`config.mk`:
```
export PLATFORM = sky130hd
export DESIGN_NAME = bsg_ruche_stage_cell
export DESIGN_NICKNAME = d
export VERILOG_FILES = /design/src/rtl/bsg_ruche_stage_cell.sv
export SDC_FILE = /design/constraint.sdc
export NUM_CORES = 1
export LEC_CHECK = 0
export ABC_CLOCK_PERIOD_IN_PS = 800
export CORE_MARGIN = 1.5
export CORE_UTILIZATION = 34
export CTS_CLUSTER_DIAMETER = 200
export CTS_CLUSTER_SIZE = 20
export DETAILED_ROUTE_END_ITERATION = 8
export PLACE_DENSITY = 0.77
export SETUP_SLACK_MARGIN = 0.2
export SLEW_MARGIN = 10
export SYNTH_ARGS = -nofsm -noshare
export SYNTH_HDL_FRONTEND = slang
export SYNTH_SLANG_ARGS = --single-unit
export TNS_END_PERCENT = 30
```
`constraint.sdc`:
```
create_clock -name clk_i -period 0.8 [get_ports clk_i]
set_input_delay 0.12 -clock clk_i [delete_from_list [all_inputs] [get_ports clk_i]]
set_output_delay 0.12 -clock clk_i [all_outputs]
set_load 0.03 [all_outputs]
```
`src/rtl/bsg_ruche_stage_cell.sv`:
```
// Ruche-link stage cell: buf/inv repeater on one ruche hop plus reset/fan-out pipeline chain.
// Latency: link_i->link_o combinational; pipe_i->pipe_o exactly num_stages_p cycles.
// Backpressure: none; free-running, one word per cycle, never stalls.
module bsg_ruche_stage_cell #(
   parameter int width_p        = 32,
   parameter int ruche_factor_p = 3,
   parameter int stage_idx_p    = 0,
   parameter int edge_p         = 0,
   parameter int num_stages_p   = 2,
   parameter int harden_p       = 0
) (
   input  logic               clk_i,
   input  logic               reset_n_i,
   input  logic [width_p-1:0] pipe_i,
   output logic [width_p-1:0] pipe_o,
   input  logic [width_p-1:0] link_i,
   output logic [width_p-1:0] link_o,
   output logic               invert_o
);

   // Reject illegal configurations at elaboration time.
   generate
      if (width_p < 1 || ruche_factor_p < 1 || stage_idx_p < 0 ||
          stage_idx_p >= ruche_factor_p || num_stages_p < 0) begin : g_param_err
         $error("bsg_ruche_stage_cell: illegal parameters width_p=%0d ruche_factor_p=%0d stage_idx_p=%0d num_stages_p=%0d",
                width_p, ruche_factor_p, stage_idx_p, num_stages_p);
      end
   endgenerate

   // Polarity is fixed by where this hop sits in the ruche ring. Inner hops
   // invert except the stage-0 hop of an odd ruche factor; edge hops are
   // chosen so the signal arrives at the external port in true polarity.
   localparam bit rf_even_lp   = (ruche_factor_p % 2) == 0;
   localparam bit edge_inv_lp  = (stage_idx_p > 0) &&
                                 ((stage_idx_p % 2) == (rf_even_lp ? 1 : 0));
   localparam bit inner_inv_lp = (stage_idx_p > 0) || rf_even_lp;
   localparam bit invert_lp    = (edge_p != 0) ? edge_inv_lp : inner_inv_lp;

   assign invert_o = invert_lp;

   // Repeater: XOR with the polarity constant yields a plain buffer or inverter.
   // The hardened branch is kept in its own named scope so the backend can
   // bind it to dedicated buf/inv cells; its function is identical.
   generate
      if (harden_p != 0) begin : g_hard
         assign link_o = link_i ^ {width_p{invert_lp}};
      end else begin : g_soft
         assign link_o = link_i ^ {width_p{invert_lp}};
      end
   endgenerate

   // Pipeline chain: a pure wire when no stages are requested.
   generate
      if (num_stages_p == 0) begin : g_bypass
         assign pipe_o = pipe_i;
      end else begin : g_pipe
         logic [width_p-1:0] stage_r [num_stages_p];

         // Shift register; synchronous reset flushes every in-flight word.
         always_ff @(posedge clk_i) begin
            if (!reset_n_i) begin
               for (int k = 0; k < num_stages_p; k++) stage_r[k] <= '0;
            end else begin
               stage_r[0] <= pipe_i;
               for (int k = 1; k < num_stages_p; k++) stage_r[k] <= stage_r[k-1];
            end
         end

         assign pipe_o = stage_r[num_stages_p-1];
      end
   endgenerate

endmodule

```
* Yosys cells after proc, flatten, opt, wreduce, memory -nomap -nowiden
Memories as Yosys holds them, arrays and structs flattened. Cells that the tools add are included.
Storage, ports and cells: register bits after elaboration 0, memories 1, memory bits (writable) 64
Memories:
- g_pipe.stage_r | depth 2, width 32, rd ports 2, clocked after Yosys merged registers in 0, write ports 2, line 57 | logic [width_p-1:0] stage_r [num_stages_p];
Operators by class: bitwise operators 2, mux-type cells 4
Operators with widths (number):
- two-way mux 32 bit | 2
- two-way mux 1 bit | 2
- bitwise OR 1 bit | 2

* Longest topological paths before layout
word-level depth 2, gate-level depth with buffers 2

* Worst setup path before layout
Ideal clock, no wire load.
kind register to register, start point mem g_pipe.stage_r[0][0], end point mem g_pipe.stage_r[1][0], in the netlist g_pipe.stage_r[0][32], path slack 250 ps, stages on the path, launching flop included 2, period minus slack after synthesis 550 ps, data required time 684 ps, arrival time 434 ps, cell sequence dfxtp_1 and2_2
RTL lines (line):
- start: declaration | 57

==> impl_metrics.ini <==
[layout]
largest_register_ffs = 64
largestRegisters = g_pipe.stage_r x64
antenna-diode-count = 0
proportion_of_layout_cells_with_a_drive_suffix_above_1_pct = 70.00
largest_register = g_pipe.stage_r
finish.cell_count_without_fillers = 287
synthToLayoutAreaGrowth_pct = 22.58
layout.nets = 273

[sta]
layout_min_cycle_time_ns = 0.8993
slew_violations = 0
fmaxAchievable_ghz = 1.112
worst_hold_slack_ns = 0.2400
worst_clock_skew_ns = 0.005968
post-route-period-util_pct = 112.4
finalSetupViolations = 32
post-route-worst-setup-slack_ns = -0.09932
hold_violations = 0
grt_setup_unrepaired = yes

[cts]
cts.path.max_buffers = 2
clock_latency_on_the_worst_skew_pair_ns = 0.32
buffer_cell_driving_the_clock_tree_root = sky130_fd_sc_hd__clkbuf_8
cts.sink_count = 64
cts-buffers-inserted = 9
cts_max_level = 3
clkTransAtPathRegs_ns = 0.07
cts_tree = yes
cts_setup_buffers = 0

[setup_path]
r2r-start = g_pipe.stage_r[0][29]
r2r_setup_slack_ns = 0.22
critical_path.slowest_cell = sky130_fd_sc_hd__dfxtp_2
critPathTopFamily = flip-flops
critPathKind = flip-flop to output port
critical_path.n_buffers_inverters = 1
crit_path_start = g_pipe.stage_r[0][42]
crit_arrival_ns = 0.78
crit_path_capture_type = output port
largest_incremental_delay_on_the_critical_path_ns = 0.33
worst_ep_required_time_ns = 0.68
start_kind = flip-flop
ordered_cell_list_for_the_critical_path = buf_6
worstPathMaxFanout = 1

[die]
dieHeight_um = 84.95
top_level_ports = 131
start_util_pct = 35.55
num_rows = 29
core-area_mm2 = 0.006422
die_area_mm2 = 0.007217
die_x_um = 84.95

[logic_synthesis]
synthTopCellsByArea = sky130_fd_sc_hd__dfxtp_1 (56%), sky130_fd_sc_hd__buf_4 (21%), sky130_fd_sc_hd__and2_2 (21%)
synth_enable_flop_cells = 0
netlist_instances = 200
yosys_warnings = 0
synth_area_leader = sky130_fd_sc_hd__dfxtp_1
postSynthNetCount = 266
yosysUniqueCellTypes = 5
ys_ff_latch = 64
netlist_area_before_placement_mm2 = 0.002283
synth_commonest_cells = sky130_fd_sc_hd__buf_4 (65), sky130_fd_sc_hd__and2_2 (64), sky130_fd_sc_hd__dfxtp_1 (64)
post-synth-top-area-fraction_pct = 56.11
asyncSetResetFlopFracSynth_pct = 0
seq_area_frac_synth_pct = 56.11
postSynthAreaPerCell_um2 = 11.42
synthMostInstantiatedCell = sky130_fd_sc_hd__buf_4
synth-main-ff-cell = sky130_fd_sc_hd__dfxtp_1

[pwr]
p_switching_w = 0.001397
netSwitchingFraction_pct = 22.25
p_clk_share_pct = 36.1
p_seq_share_pct = 54.1
power_per_cell_area_mw_per_mm2 = 2243
cellLeakagePower_nw = 1.199
cell_internal_pwr_w = 0.004882
share_comb_of_total_power_pct = 9.8
irDropWorstVdd_mv = 1.013

[min_path]
hp-start = link_i[10]
worst_hold_path_type = input pin to output port

[global_routing]
first_pass_grt_wire_length_um = 5250
first_global_vias = 1209
track_usage_pct = 9.682
gr_ovfl_total = 0
pin_count_of_the_biggest_net_entering_global_routing = 42
antenna_found_initial = 0

[drt]
vias_per_cell = 3.889
routed-via-count = 1116
drt_first_iter_violations = 26
postRouteWirelength_um = 3221
route.antenna.remaining_nets = 0
tritonroute_pass_1_iters = 6
routedWlPerCell_um = 11.22
drc = 10

[flow_run]
max_cap_violations = 0

[placed_design]
routabilityCongestion = 0.6039
number_of_buffer_cells_added_on_primary_ports = 65
hpwl_after_dpl_um = 2260
place_inst = 273

[run_status]
violations = design-rule violations, negative setup slack
status = complete, but fails checks
-- placed cells by master (no fill, tap or decap) --
| master | netlist | layout |
|---|---|---|
| sky130_fd_sc_hd__and2_2 | 64 | 61 |
| sky130_fd_sc_hd__and2_4 | 0 | 3 |
| sky130_fd_sc_hd__buf_12 | 0 | 3 |
| sky130_fd_sc_hd__buf_2 | 0 | 1 |
| sky130_fd_sc_hd__buf_4 | 65 | 1 |
| sky130_fd_sc_hd__buf_6 | 0 | 30 |
| sky130_fd_sc_hd__clkbuf_8 | 0 | 10 |
| sky130_fd_sc_hd__clkdlybuf4s50_1 | 0 | 32 |
| sky130_fd_sc_hd__clkinv_2 | 0 | 3 |
| sky130_fd_sc_hd__clkinvlp_4 | 0 | 1 |
| sky130_fd_sc_hd__conb_1 | 1 | 1 |
| sky130_fd_sc_hd__dfxtp_1 | 64 | 30 |
| sky130_fd_sc_hd__dfxtp_2 | 0 | 34 |
-- power groups by stage --
stage	combinational [W]	sequential (W)	clock, W
2_1_floorplan	0.000680	0.00343	0
3_3_place_gp	0.000573	0.00344	0
3_5_place_dp	0.000583	0.00344	0
4_1_cts	0.000622	0.00340	0.00239
5_1_grt	0.000659	0.00341	0.00252
6_report	0.000615	0.00340	0.00227
-- what timing repair did --
action | CTS | global route
hold buffers | 0 | 0
endpoints found under the hold margin | 0 | 0
setup endpoints to repair | 32 | 35
resized for setup | 62 | 5
-- final cells by class --
class	instances	area, um2
clock buffer	10	137.6
clock inverter	4	22.52
fill	615	3623
multi-input combinational	65	488.0
sequential	64	1324
tap	77	96.34
timing repair buffer	67	730.7
-- layer usage --
| metal | track usage, % | vias to the layer above | part of all wire, % | wire (um) |
|---|---|---|---|---|
| met5 | 0 | - | 0 | 0 |
| met4 | 4.620 | 0 | 2.0 | 66 |
| met3 | 7.101 | 10 | 12 | 372 |
| met2 | 16.45 | 57 | 49 | 1577 |
| met1 | 8.500 | 506 | 37 | 1204 |
| li1 | - | 543 | - | - |
-- kinds of logic after synthesis --
logic type | share of synthesized area [%]
flops | 56.11
other cells | 0.1642
simple gates | 21.04
buf+inv | 22.69
-- path summary, 6_finish.rpt --
kind / to / depth (start not counted)
setup / recovery: pipe_o[10] / 1
hold / removal: link_o[10] / 0
setup reg to reg: g_pipe.stage_r[0][61] / 1
hold reg to reg: g_pipe.stage_r[0][49] / 1
-- stage by stage --
step | power, W | setup slack (ns) | setup TNS (ns) | instance area (um2) | util (%)
2_1_floorplan | 0.004109 | 0.2497 | 0 | 2283 | -
5_1_grt | 0.006590 | -0.1461 | -4.034 | 2799 | 43.58
3_3_place_gp | 0.004013 | -0.03866 | -0.1904 | 2480 | 38.61
6_report | 0.006279 | -0.09932 | -2.723 | 2799 | 43.58
3_5_place_dp | 0.004028 | -0.06208 | -0.4159 | 2480 | 38.61
4_1_cts | 0.006404 | -0.1264 | -3.550 | 2793 | 43.48
(Power assumes the default switching activity.)
